[config.mk]
export PLATFORM = sky130hd
export DESIGN_NAME = gpio_ctrl_flat
export DESIGN_NICKNAME = d
export VERILOG_FILES = /design/src/rtl/gpio_pkg.sv /design/src/rtl/gpio_ctrl_if.sv /design/src/rtl/gpio_sync.sv /design/src/rtl/gpio_ctrl.sv /design/src/flat_wrapper.sv
export SDC_FILE = /design/constraint.sdc
export NUM_CORES = 1
export LEC_CHECK = 0
export CAP_MARGIN = 10
export CORE_UTILIZATION = 50
export CTS_CLUSTER_DIAMETER = 80
export DETAILED_ROUTE_END_ITERATION = 8
export GPL_TIMING_DRIVEN = 0
export PLACE_DENSITY = 0.77
export SETUP_SLACK_MARGIN = 0.02
export SLEW_MARGIN = 25
export SYNTH_ARGS = -nofsm -noshare
export SYNTH_HDL_FRONTEND = slang
export SYNTH_HIERARCHICAL = 1
export SYNTH_SLANG_ARGS = --single-unit
[constraint.sdc]
create_clock -name clk -period 1.4 [get_ports clk]
set_input_delay 0.14 -clock clk [delete_from_list [all_inputs] [get_ports clk]]
set_output_delay 0.14 -clock clk [all_outputs]
set_load 0.03 [all_outputs]
[src/rtl/gpio_pkg.sv]
// Shared definitions for the GPIO controller: register word indices and the
// width of the post-reset edge-detect warm-up counter.
package gpio_pkg;

    typedef enum logic [2:0] {
        REG_OUT = 3'd0,
        REG_SET = 3'd1,
        REG_CLR = 3'd2,
        REG_TGL = 3'd3,
        REG_DIR = 3'd4,
        REG_IN  = 3'd5,
        REG_IEN = 3'd6,
        REG_IST = 3'd7
    } reg_idx_e;

    // Wide enough to hold SYNC_STAGES+1 for the deepest synchronizer (4).
    localparam int WARM_W = 3;

endpackage

[src/rtl/gpio_ctrl_if.sv]
// Register bus between a host and the GPIO controller: write/read strobes,
// word index and data, with a registered read-data/valid return path.
interface gpio_ctrl_if;

    logic        we;
    logic        re;
    logic [2:0]  addr;
    logic [31:0] wdata;
    logic [31:0] rdata;
    logic        rvalid;

    modport master (output we, re, addr, wdata, input rdata, rvalid);
    modport slave  (input we, re, addr, wdata, output rdata, rvalid);

endinterface

[src/rtl/gpio_sync.sv]
// Multi-stage input synchronizer for asynchronous pins, with a per-bit
// any-edge detector built from a one-cycle-delayed copy of the last stage.
module gpio_sync #(
    parameter int WIDTH       = 32,
    parameter int SYNC_STAGES = 2
) (
    input  logic             clk,
    input  logic             reset,
    input  logic [WIDTH-1:0] pins,
    output logic [WIDTH-1:0] sync_out,
    output logic [WIDTH-1:0] edges
);

    logic [SYNC_STAGES-1:0][WIDTH-1:0] chain;
    logic [WIDTH-1:0]                  delayed;

    always_ff @(posedge clk) begin
        if (reset) begin
            chain   <= '0;
            delayed <= '0;
        end else begin
            chain   <= {chain[SYNC_STAGES-2:0], pins};
            delayed <= chain[SYNC_STAGES-1];
        end
    end

    assign sync_out = chain[SYNC_STAGES-1];
    assign edges    = chain[SYNC_STAGES-1] ^ delayed;

endmodule

[src/rtl/gpio_ctrl.sv]
// GPIO controller: output/direction registers with set/clear/toggle aliases,
// synchronized pin inputs, sticky edge status and a level interrupt.
module gpio_ctrl
    import gpio_pkg::*;
#(
    parameter int WIDTH       = 32,
    parameter int SYNC_STAGES = 2
) (
    input  logic             clk,
    input  logic             reset,
    gpio_ctrl_if.slave       bus,
    input  logic [WIDTH-1:0] gpio_in,
    output logic [WIDTH-1:0] gpio_out,
    output logic [WIDTH-1:0] gpio_oe,
    output logic             irq
);

    localparam logic [WARM_W-1:0] WARM_LOAD = WARM_W'(SYNC_STAGES + 1);

    logic [WIDTH-1:0]  out_reg;
    logic [WIDTH-1:0]  dir_reg;
    logic [WIDTH-1:0]  ien_reg;
    logic [WIDTH-1:0]  ist_reg;
    logic [WIDTH-1:0]  sync_in;
    logic [WIDTH-1:0]  edges;
    logic [WIDTH-1:0]  wdata_w;
    logic [WIDTH-1:0]  clr_mask;
    logic [WIDTH-1:0]  edge_set;
    logic [WARM_W-1:0] warm_cnt;
    logic [31:0]       rd_mux;

    gpio_sync #(
        .WIDTH       (WIDTH),
        .SYNC_STAGES (SYNC_STAGES)
    ) u_sync (
        .clk      (clk),
        .reset    (reset),
        .pins     (gpio_in),
        .sync_out (sync_in),
        .edges    (edges)
    );

    assign wdata_w  = bus.wdata[WIDTH-1:0];
    assign clr_mask = (bus.we && bus.addr == REG_IST) ? wdata_w : '0;
    // Edges are ignored until the synchronizer has flushed its reset zeros.
    assign edge_set = (warm_cnt == '0) ? edges : '0;

    always_comb begin
        rd_mux = '0;
        case (bus.addr)
            REG_OUT: rd_mux[WIDTH-1:0] = out_reg;
            REG_DIR: rd_mux[WIDTH-1:0] = dir_reg;
            REG_IN:  rd_mux[WIDTH-1:0] = sync_in;
            REG_IEN: rd_mux[WIDTH-1:0] = ien_reg;
            REG_IST: rd_mux[WIDTH-1:0] = ist_reg;
            default: rd_mux = '0;
        endcase
    end

    always_ff @(posedge clk) begin
        if (reset) begin
            out_reg    <= '0;
            dir_reg    <= '0;
            ien_reg    <= '0;
            ist_reg    <= '0;
            warm_cnt   <= WARM_LOAD;
            irq        <= 1'b0;
            bus.rdata  <= '0;
            bus.rvalid <= 1'b0;
        end else begin
            if (warm_cnt != '0) begin
                warm_cnt <= warm_cnt - 1'b1;
            end
            if (bus.we) begin
                case (bus.addr)
                    REG_OUT: out_reg <= wdata_w;
                    REG_SET: out_reg <= out_reg | wdata_w;
                    REG_CLR: out_reg <= out_reg & ~wdata_w;
                    REG_TGL: out_reg <= out_reg ^ wdata_w;
                    REG_DIR: dir_reg <= wdata_w;
                    REG_IEN: ien_reg <= wdata_w;
                    default: ;
                endcase
            end
            // A new edge outranks a write-one-to-clear on the same bit.
            ist_reg    <= (ist_reg & ~clr_mask) | edge_set;
            irq        <= |(ist_reg & ien_reg);
            bus.rvalid <= bus.re;
            bus.rdata  <= bus.re ? rd_mux : '0;
        end
    end

    assign gpio_out = out_reg;
    assign gpio_oe  = dir_reg;

endmodule
[src/flat_wrapper.sv]
// flat-port wrapper written by rule: the top's interface ports become plain ports
module gpio_ctrl_flat import gpio_pkg::*;
#(
    parameter int WIDTH       = 32,
    parameter int SYNC_STAGES = 2
)
  (clk, reset, gpio_in, gpio_out, gpio_oe, irq, bus_we, bus_re, bus_addr, bus_wdata, bus_rdata, bus_rvalid);
  gpio_ctrl_if bus_i ();
  input  logic clk;
  input  logic reset;
  input  logic [WIDTH-1:0] gpio_in;
  output logic [WIDTH-1:0] gpio_out;
  output logic [WIDTH-1:0] gpio_oe;
  output logic irq;
  input wire logic [$bits(bus_i.we)-1:0] bus_we;
  input wire logic [$bits(bus_i.re)-1:0] bus_re;
  input wire logic [$bits(bus_i.addr)-1:0] bus_addr;
  input wire logic [$bits(bus_i.wdata)-1:0] bus_wdata;
  output wire logic [$bits(bus_i.rdata)-1:0] bus_rdata;
  output wire logic [$bits(bus_i.rvalid)-1:0] bus_rvalid;
  assign bus_i.we = bus_we;
  assign bus_i.re = bus_re;
  assign bus_i.addr = bus_addr;
  assign bus_i.wdata = bus_wdata;
  assign bus_rdata = bus_i.rdata;
  assign bus_rvalid = bus_i.rvalid;
  gpio_ctrl #(.WIDTH(WIDTH), .SYNC_STAGES(SYNC_STAGES)) u_core (.clk(clk), .reset(reset), .bus(bus_i), .gpio_in(gpio_in), .gpio_out(gpio_out), .gpio_oe(gpio_oe), .irq(irq));
endmodule
After elaboration in Yosys (flattened, before gate mapping)
Cells that the tools add are included.
{"block": "totals", "inputBits": 71, "out_inout_bits": 98, "reg_bits": 261}
{"block": "op_classes", "reduce_logical": 10, "n_mux": 4, "n_addsub": 1, "n_eq_ne": 7, "bitwise": 10}
{"op": "$pmux W32 S5", "count": 1}
{"op": "$pmux W32 S4", "count": 1}
{"op": "$and A32 B32 Y32", "count": 3}
{"op": "$mux W32", "count": 2}
{"op": "$not A32 Y32", "count": 2}
{"op": "$or A32 B32 Y32", "count": 2}
{"op": "$xor A32 B32 Y32", "count": 2}
{"op": "$reduce_or A32 Y1", "count": 1}
{"op": "$eq A3 B3 Y1 const B", "count": 4}
{"op": "$eq A3 B2 Y1 const B", "count": 2}
{"op": "$logic_not A3 Y1", "count": 2}
{"op": "$reduce_and A2 Y1", "count": 3}
{"op": "$reduce_bool A4 Y1", "count": 1}
{"op": "$eq A3 B1 Y1 const B", "count": 1}
{"op": "$reduce_bool A3 Y1", "count": 1}
{"op": "$sub A3 B1 Y3 const B", "count": 1}
{"op": "$reduce_or A2 Y1", "count": 1}
{"op": "$logic_and A1 B1 Y1", "count": 1}
{"op": "$not A1 Y1", "count": 1}

Logic depth before layout (Yosys ltp)
Gate-level depths: netlist of the first run.
{"block": "logic_depth", "depth_word": 6, "depth_mapped": 8, "mapped_depth_nobuf": 5}

Hierarchy
Netlist of the first run, hierarchy kept.
{"module": "gpio_ctrl", "n_inst": 1, "seq_area_each_um2": 3303.2, "area_per_inst_um2": 8903.5, "cells_each": 1038}
{"module": "gpio_sync", "n_inst": 1, "seq_area_each_um2": 1921.8, "area_per_inst_um2": 3120.5, "cells_each": 266}

Worst setup path after synthesis of the first run
No wires, ideal clock.
{"block": "synth_timing", "path_type": "register to register", "from": "register u_core.out_reg[30], in the netlist u_core/gpio_out[30]", "to": "register u_core.out_reg[30], in the netlist u_core/gpio_out[30]", "setup_slack_ns": -0.084, "arrival_time_ns": 1.347, "period_less_slack_ns": 1.484, "stages_incl_launch_ff": 6, "setup_time_ns": 0.138, "required_ns": 1.262, "cell_sequence": "dfxtp_1 -> inv_1 -> ha_1 -> mux2_2 -> a21oi_1 -> a211oi_1"}
{"block": "synth_between", "elab_chain_cells": 2, "elab_cells_between_ends": 4, "classes_between": "1 x mux; 3 x bitwise"}
{"element": "start: declaration", "line": "gpio_ctrl.sv:20", "source": "logic [WIDTH-1:0] out_reg;"}
{"element": "start signal: assignment", "line": "gpio_ctrl.sv:76", "source": "REG_OUT: out_reg <= wdata_w;"}
{"element": "start signal: assignment", "line": "gpio_ctrl.sv:77", "source": "REG_SET: out_reg <= out_reg | wdata_w;"}
{"element": "start signal: assignment", "line": "gpio_ctrl.sv:78", "source": "REG_CLR: out_reg <= out_reg & ~wdata_w;"}
{"element": "$xor A32 B32 Y32, or another cell as far along", "line": "gpio_ctrl.sv:79", "source": "REG_TGL: out_reg <= out_reg ^ wdata_w;"}
{"element": "$pmux W32 S4 *", "line": "gpio_ctrl.sv:75", "source": "case (bus.addr)"}
Mark *: on every way between the ends. The rest lies on a longest branch, timed or not.
A chain may end at the register's enable or synchronous reset.

Worst setup path in the final report of the first run
{"block": "layout_timing", "from": "register u_core.ien_reg[20]", "to": "register u_core.irq"}
{"block": "layout_between", "elab_chain_cells": 2}
{"element": "start: declaration", "line": "gpio_ctrl.sv:22", "source": "logic [WIDTH-1:0] ien_reg;"}
{"element": "start signal: assignment", "line": "gpio_ctrl.sv:81", "source": "REG_IEN: ien_reg <= wdata_w;"}
{"element": "$and A32 B32 Y32", "line": "gpio_ctrl.sv:87", "source": "irq <= |(ist_reg & ien_reg);"}
{"element": "$reduce_or A32 Y1", "line": "gpio_ctrl.sv:87"}
{"element": "end signal: assignment", "line": "gpio_ctrl.sv:87"}
{"element": "end: declaration", "line": "gpio_ctrl.sv:15", "source": "output logic irq"}
No other way between the ends.

==> results.md, run 1 <==
Finish:
- The filler cells instantiated in the layout total about 1900.
- From synthesis to final layout, the design area changed by 28.8%.
- After the last flow step, the layout net total stands at roughly 1700.
- The post-route netlist has between 20 and 30% of its cells at a drive strength greater than 1.
- The final design utilization is around two thirds.

Detailed routing:
- The average routed wire per standard cell is about 21 um.
- The first routing iteration left roughly 1300 violations.
- The remaining design rule violation count is 0.
- In this run the remaining antenna-violating nets after routing total 0.
- The number of vias per cell after detailed routing is approximately 5.8.
- The routed layout has 10814 vias.
- The first-pass iteration count of the detailed router is 6.
- The final layout contains routed wiring with a total length of a little under 40 mm.

Synthesis:
- The Yosys step of the flow raised 6 warnings.
- The cell area that synthesis handed to floorplanning was 0.0120 sq mm.
- Summing the sequential cell areas from Yosys gives a little over two fifths of the chip area.
- Summing the areas of all compound-gate instances in the mapped netlist gives ~16% of the synthesized area.
- The most used flip-flop cell after synthesis is sky130_fd_sc_hd__dfxtp_1.
- The main combinational cell family by area after synthesis is compound AO/OA/AOI/OAI gates.
- Of the post-synthesis cell area, the dominant cell type holds 43.5%.
- The mean post-synth cell area is 9.22 sq um.
- The post-synth net total is roughly 1400.
- Among all cell types in the netlist, the one instantiated most often is sky130_fd_sc_hd__dfxtp_1.
- The number of synthesized flops with an enable pin is 0.
- In the synthesized netlist, the cells that appear most often are sky130_fd_sc_hd__dfxtp_1 (261), sky130_fd_sc_hd__nand2_1 (162), sky130_fd_sc_hd__nor2_1 (131), sky130_fd_sc_hd__nor2b_1 (101), sky130_fd_sc_hd__a21oi_1 (96).
- After synthesis, the share of flip-flops with an asynchronous set or reset is 0%.
- The synthesized instance count is about 1300.
- Ranked by total cell area, the synthesized netlist is headed by sky130_fd_sc_hd__dfxtp_1 (43%), sky130_fd_sc_hd__ha_1 (6.9%), sky130_fd_sc_hd__nor2b_1 (5.3%).
- Synthesis instantiated 37 different standard cells from the library.
- After synthesis, the share of cell area in mux cells is 6.58%.
- Synthesis inferred 261 register bits.
- The simple-gate portion of the synthesized area is 15.5%.
- sky130_fd_sc_hd__dfxtp_1 takes more of the synthesized area than any other cell.
- The parity-gate share of the synthesized area counting xor and xnor cells is approximately 2.4%.
- The adder-cell area share of the yosys netlist is a little under 7%.

Critical path:
- The sort of element at the start of the critical path is a flop.
- The arrival time of the worst setup path is ~1.8 ns.
- The most critical setup path has its startpoint at u_core/ien_reg[20]$_SDFFE_PP0P_.
- The type of the worst setup path is flop to flop.
- For the worst setup path, the data required time is roughly 1.8 ns.
- The highest net fanout along the worst path is 3.
- The element type at the critical path end is a flop.
- The launching point of the worst reg2reg path is u_core/ien_reg[20]$_SDFFE_PP0P_.

Power and ir drop:
- The switching share of power is about a quarter.
- The analysis attributes to net switching a power of between 4 and 5 mW.
- The clock network is responsible for approximately 43% of the overall power.
- The fraction of power consumed by sequential logic is between 40 and 50%.
- The leakage dissipation is between 6 and 7 nW.
- The internal power component is 13.6 mW.
- The total power per unit cell area is 1190 mW/mm^2.
- The logic gate share of total power is ~14%.
- The worst voltage drop across the vdd grid is roughly 0.001 V.

STA:
- The final setup skew is between 0.01 and 0.015 ns.
- Dividing the final minimum period by the clock period gives between 90% and 100%.
- The clock period minus final worst setup slack is between 1 and 1.5 ns.
- The transition time at the pin with the least slew margin is 0.838 ns.
- The worst max-slew margin expressed relative to the limit is between 40 and 50%.
- The hold slack is around 0.073 ns.
- Setup violations remaining at the end of the flow were counted as 0.
- The setup TNS after final layout is 0 ns.
- Setup repair after global routing could not meet its margin everywhere.
- The number of failing hold endpoints at the final stage came to 0.
- The final-report max-slew violation count came to 0.
- The highest clock frequency the design can meet is 0.723 GHz.

Placement:
- Detailed placement ended at an HPWL of between 20 and 30 mm.
- At the end of routability-driven placement, the weighted congestion stood at ~0.94.
- The number of I/O port buffers is about 170.

Clocking:
- In this run the number of H-tree levels came out at 1.
- The TritonCTS buffer count is 28.
- The clock tree from TritonCTS is built.
- Counting every sink on the clock net gives roughly 260.
- No sink is reached through more buffers than the 3 on the longest clock path.
- The clock transition time at the flip-flop clock pins of the worst setup and hold paths is around 0.060 ns.
- The root buffer cell chosen for the clock tree is sky130_fd_sc_hd__clkbuf_16.
- The clock latency on the worst-skew pair is approximately 0.54 ns.

Floorplanning:
- The floorplan has 56 rows.
- The initial core utilization is around half.
- The total area inside the core boundary comes to ~0.024 sq mm.
- The die is approximately 160 um tall.
- Pin placement for this block handled 169 I/O pins.
- The floorplan step defined a die boundary enclosing approximately 0.025 sq mm.
- The width of the die is 157 um.

Min path:
- The hold path startpoint is bus_wdata[31].
- The path class of the tightest hold or removal check is input port to flop.

Global routing:
- Entering global routing, the biggest net connects 15 pins.
- Global routing finished with a remaining overflow of 0.
- The number of antenna violations at the first check in global routing is 2.
- The first global-routing pass estimated about 57 mm of wire.
- The via count of the first global-routing pass came to between 10000 and 15000.
- The total routing usage reported by global routing is a little under a third.

Outcome:
- The flow ran to the end, and the final reports show no timing, DRC or antenna violations.

Run:
- The number of maximum-capacitance violations is 0.
metal layers:
layer / GRT usage (%) / routed length (um) / part of all wire [%]
met5: 0 / 0 / 0
met4: 14.2 / 1440 / 3.7
met3: 6.28 / 4370 / 11
met2: 48.8 / 17900 / 46
met1: 39.8 / 15600 / 40
layout by cell type, fill, tap and decap left out, drive strengths merged, types with 64 or more instances in the layout:
cell and n:
a211oi 64, a21oi 96, buf 155, clkbuf 86, clkdlybuf4s50 65, dfxtp 261, ha 66, inv 66
nand2 162, nor2 132, nor2b 101
power by group through the flow:
stage | logic, mW | registers [mW] | clock network (mW)
floorplan | 1.23 | 8.20 | 0
finish | 2.56 | 7.93 | 7.94
global route | 2.71 | 7.95 | 8.27
global placement | 2.20 | 8.09 | 0
CTS | 2.34 | 7.93 | 7.97
detailed placement | 2.26 | 8.10 | 0
logic make-up after synthesis:
family                   Yosys count
multiplexers                      66
adder cells (fa/ha/maj)           66
flip-flops                       261
AO/OA/AOI/OAI                    267
AND/OR/NAND/NOR                  416
XOR/XNOR                          33
buffers and inverters            195
area by class of cell:
class	count	area (sq um)	area share, %
Multi-Input combinational cell	848	6020	38.9
Sequential cell	261	5340	34.5
Timing Repair Buffer	182	1510	9.74
Buffer	127	957	6.18
Clock buffer	36	812	5.24
Tap cell	319	399	2.58
Inverter	66	250	1.62
Clock inverter	15	194	1.25
Antenna cell	1	2.50	0.0162
critical path, cell delays in order, from the launching register on:
cell	delay (ns)
sky130_fd_sc_hd__dfxtp_2	0.33
sky130_fd_sc_hd__a22oi_2	0.25
sky130_fd_sc_hd__nand4_1	0.17
sky130_fd_sc_hd__nor4_2	0.37
sky130_fd_sc_hd__nor2_2	0.11
repair_timing:
item                                   in CTS  in global routing
cloned                                      0                  5
setup endpoints to repair                 218                206
endpoints found under the hold margin      55                  0
hold buffers                                1                  0
pin swaps                                   2                 22
gates resized for setup                   375                167
buffers inserted                            4                  6
path summary, 6_finish.rpt:
kind | endpoint | cells past startpoint | slack (ns)
max reg2reg | u_core/irq$_SDFF_PP0_ | 4 | 0.02
max | u_core/irq$_SDFF_PP0_ | 4 | 0.02
min | u_core/gpio_oe[31]$_SDFFE_PP0P_ | 3 | 0.07
min reg2reg | u_core/u_sync/sync_out[30]$_SDFF_PP0_ | 1 | 0.43
stage by stage:
stage          std cells  power, mW  area [sq um]  setup WS, ns
2_1_floorplan       1304       9.42         12100       -0.0421
3_3_place_gp        1789       10.3         14100        -0.936
3_5_place_dp        1789       10.4         14100        -0.913
4_1_cts             1843       18.2         15300       0.00339
5_1_grt             1855       18.9         15500       -0.0130
6_report            1855       18.4         15500        0.0176
No activity file was read; power rests on OpenSTA's default activity.
==> inputs of run 2 (changes only) <==
Settings changed: CTS_CLUSTER_SIZE from default to 10.
==> run 2 against run 1 <==
Net effect:
- via count decreased by 0.59%
- first-iteration DRC count decreased by 6.2%
- cell count shrank 1.0%
- register-to-register slack hardly changed
- sequential share of layout area grew 0.64 points
- clock skew is 0.0012 ns higher
- clock power down 16%
- worst hold slack got worse by 0.021 ns
- total power fell by 6.8%
- wire length is 0.82% lower
- largest power group is now registers
==> results.md, run 2 (same netlist as run 1, synthesis figures left out) <==
Global routing:
- The total routing usage reported by global routing is 30.7% (was 30.6%).
- The aggregate global routing overflow is 0 (unchanged).
- The number of antenna violations at the first check in global routing is 1 (was 2).
- The global-route wire length before repair is 56.9 mm (was 57.1 mm).
- The via count of the first global-routing pass is 10097 (was 10155).
- The pin count of the biggest net entering global routing is 15 (unchanged).

Clocking:
- The cell chosen for the clock root is sky130_fd_sc_hd__clkbuf_16 (unchanged).
- The H-tree depth is 1 (unchanged).
- The clock latency on the worst-skew pair is 0.55 ns (was 0.54 ns).
- The clock transition time at the flip-flop clock pins of the worst setup and hold paths is 0.05 ns (was 0.06 ns).
- The clock tree from TritonCTS is built (unchanged).
- The number of clock sinks seen by CTS is 261 (unchanged).
- The TritonCTS buffer count came to 30 (was 28).
- The buffer levels on the longest clock path is 3 (unchanged).

STA:
- RSZ-0062 raised after global routing: yes (unchanged).
- The number of failing hold endpoints at the final stage was 0 (unchanged).
- The worst max-slew margin expressed relative to the limit came to 40.3% (was 44.2%).
- The final-report max-slew violation count is 0 (unchanged).
- The hold slack is 0.0523 ns (was 0.0729 ns).
- The total of endpoints with negative setup slack in the final report is 0 (unchanged).
- The setup TNS after final layout is 0 ns (unchanged).
- The transition time at the pin with the least slew margin is 0.895 ns (was 0.838 ns).
- The highest clock frequency the design can meet was 0.725 GHz (was 0.723 GHz).
- The clock period minus final worst setup slack is 1.38 ns (about the same).
- The final setup skew is 0.0138 ns (was 0.0127 ns).
- The post-route clock period utilization is 98.5% (was 98.7%).

Run:
- The number of maximum-capacitance violations is 0 (unchanged).

Power and ir drop:
- The internal power component is 12.6 mW (was 13.6 mW).
- The proportion of power drawn by the clock network is 39.0% (was 43.1%).
- The leakage dissipation is 6.31 nW (was 6.41 nW).
- The worst voltage drop across the vdd grid is 0.000981 V (was 0.00101 V).
- The net load switching power is 4.52 mW (was 4.82 mW).
- The total power is 17.2 mW (was 18.4 mW).
- The fraction of power consumed by sequential logic is 46.2% (was 43.0%).
- The total power per unit cell area came to 1130 mW/mm^2 (was 1190 mW/mm^2).
- The logic gate share of total power is 14.8% (was 13.9%).
- The switching share of power came to 26.4% (was 26.1%).

Floorplanning:
- The standard-cell row count is 56 (unchanged).
- The placeable core region is 0.0235 sq mm (unchanged).
- The width of the die was 157 um (unchanged).
- The die extent in y is 157 um (unchanged).
- The die footprint is 0.0247 sq mm (unchanged).
- The initial core utilization came to 51.1% (unchanged).
- The number of ports placed on the die boundary is 169 (unchanged).

Critical path:
- The type of the worst setup path is flop to flop (unchanged).
- The required time of the critical path is 1.79 ns (about the same).
- The highest net fanout along the worst path came to 5 (was 3).
- The sort of element at the start of the critical path is a flop (unchanged).
- The arrival time of the worst setup path is 1.77 ns (about the same).
- The element type at the critical path end is a flop (unchanged).

Outcome:
- Outcome: completed (unchanged).

Finish:
- The post-route cell area is 0.0152 sq mm (was 0.0155 sq mm).
- The number of nets in the finished design is 1652 (was 1651).
- Commonest cells after routing, fill and taps aside: sky130_fd_sc_hd__dfxtp_1 (225), sky130_fd_sc_hd__nand2_1 (162), sky130_fd_sc_hd__nor2_1 (129) (was sky130_fd_sc_hd__dfxtp_1 (225), sky130_fd_sc_hd__nand2_1 (162), sky130_fd_sc_hd__nor2_1 (130)).
- The final standard cell count with taps included and fillers excluded is 1836 (was 1855).
- The area added between synthesis and finish is 26.3% (was 28.8%).
- The proportion of layout cells with a drive suffix above 1 is 27.0% (was 27.8%).
- The final-layout fill cell count was 1984 (was 1913).
- The most common cell after layout, fill and taps aside was sky130_fd_sc_hd__dfxtp_1 (unchanged).

Min path:
- The class of the worst hold path was input port to flop (unchanged).

Placement:
- The placed standard-cell area is 0.0141 sq mm (unchanged).
- The half-perimeter wire length after detailed placement is 26.9 mm (unchanged).
- The number of I/O port buffers came to 166 (unchanged).
- The final weighted congestion in routability-driven placement is 0.942 (unchanged).
- The cell count after placement was 1789 (unchanged).

Detailed routing:
- The first-pass iteration count of the detailed router is 8 (was 6).
- The average routed wire per standard cell came to 21.2 um (about the same).
- The number of vias per cell after detailed routing is 5.86 (was 5.83).
- The total detailed-routing wirelength is 39.0 mm (was 39.3 mm).
- The number of design-rule violations left by the first detailed-router iteration was 1178 (was 1256).
- The via total after detailed routing is 10750 (was 10814).
- The remaining antenna violation count is 0 (unchanged).
- The remaining design rule violation count is 0 (unchanged).
## run 2: area by class of cell
| cell class | count | area, sq um | share of cell area, % |
|---|---|---|---|
| Inverter | 66 | 250 | 1.65 |
| Buffer | 127 | 971 | 6.39 |
| Tap cell | 319 | 399 | 2.63 |
| Sequential cell | 261 | 5340 | 35.1 |
| Timing Repair Buffer | 181 | 1440 | 9.46 |
| Clock inverter | 1 | 8.76 | 0.0577 |
| Clock buffer | 32 | 779 | 5.13 |
| Multi-Input combinational cell | 848 | 6000 | 39.5 |
| Antenna cell | 1 | 2.50 | 0.0165 |
## run 2: worst paths after layout
check,start,endpoint,slack [ns],depth (start not counted)
max,u_core/gpio_out[29]$_SDFFE_PP0P_,u_core/gpio_out[29]$_SDFFE_PP0P_,0.02,5
min,bus_wdata[31],u_core/gpio_oe[31]$_SDFFE_PP0P_,0.05,3
max reg2reg,u_core/gpio_out[29]$_SDFFE_PP0P_,u_core/gpio_out[29]$_SDFFE_PP0P_,0.02,5
min reg2reg,u_core/u_sync/chain[25]$_SDFF_PP0_,u_core/u_sync/sync_out[25]$_SDFF_PP0_,0.43,1
## run 2: worst max-delay path, cell delays in order (launching register included)
cell                       delay (ns)
sky130_fd_sc_hd__dfxtp_2         0.38
sky130_fd_sc_hd__inv_1           0.06
sky130_fd_sc_hd__ha_1            0.28
sky130_fd_sc_hd__mux2_2          0.27
sky130_fd_sc_hd__a21oi_1         0.16
sky130_fd_sc_hd__a211oi_1        0.09
## run 2: through the flow
stage          setup WS, ns  util, %
2_1_floorplan       -0.0421        -
3_5_place_dp         -0.913     60.0
6_report             0.0208     64.5
4_1_cts              0.0114     63.7
5_1_grt             -0.0296     64.5
3_3_place_gp         -0.936     60.0
## run 2: what timing repair did
action / 4_1_cts / 5_1_grt
hold buffers: 1 / 0
cloned: 0 / 5
endpoints found under the hold margin: 56 / 0
setup endpoints to repair: 217 / 192
resized for setup: 411 / 160
pin swaps: 4 / 16
setup buffers: 4 / 5
## run 2: power by group through the flow
| stage | Combinational (mW) | Clock (mW) | Sequential, mW |
|---|---|---|---|
| floorplan | 1.23 | 0 | 8.20 |
| global placement | 2.20 | 0 | 8.09 |
| detailed placement | 2.26 | 0 | 8.10 |
| CTS | 2.34 | 6.77 | 7.94 |
| global route | 2.68 | 7.07 | 7.96 |
| finish | 2.53 | 6.70 | 7.94 |
## run 2: metal layers
metal,global-route usage (%),part of all wire (%)
met1,39.0,39
met2,49.1,46
met3,7.41,12
met4,14.1,3.9
met5,0,0
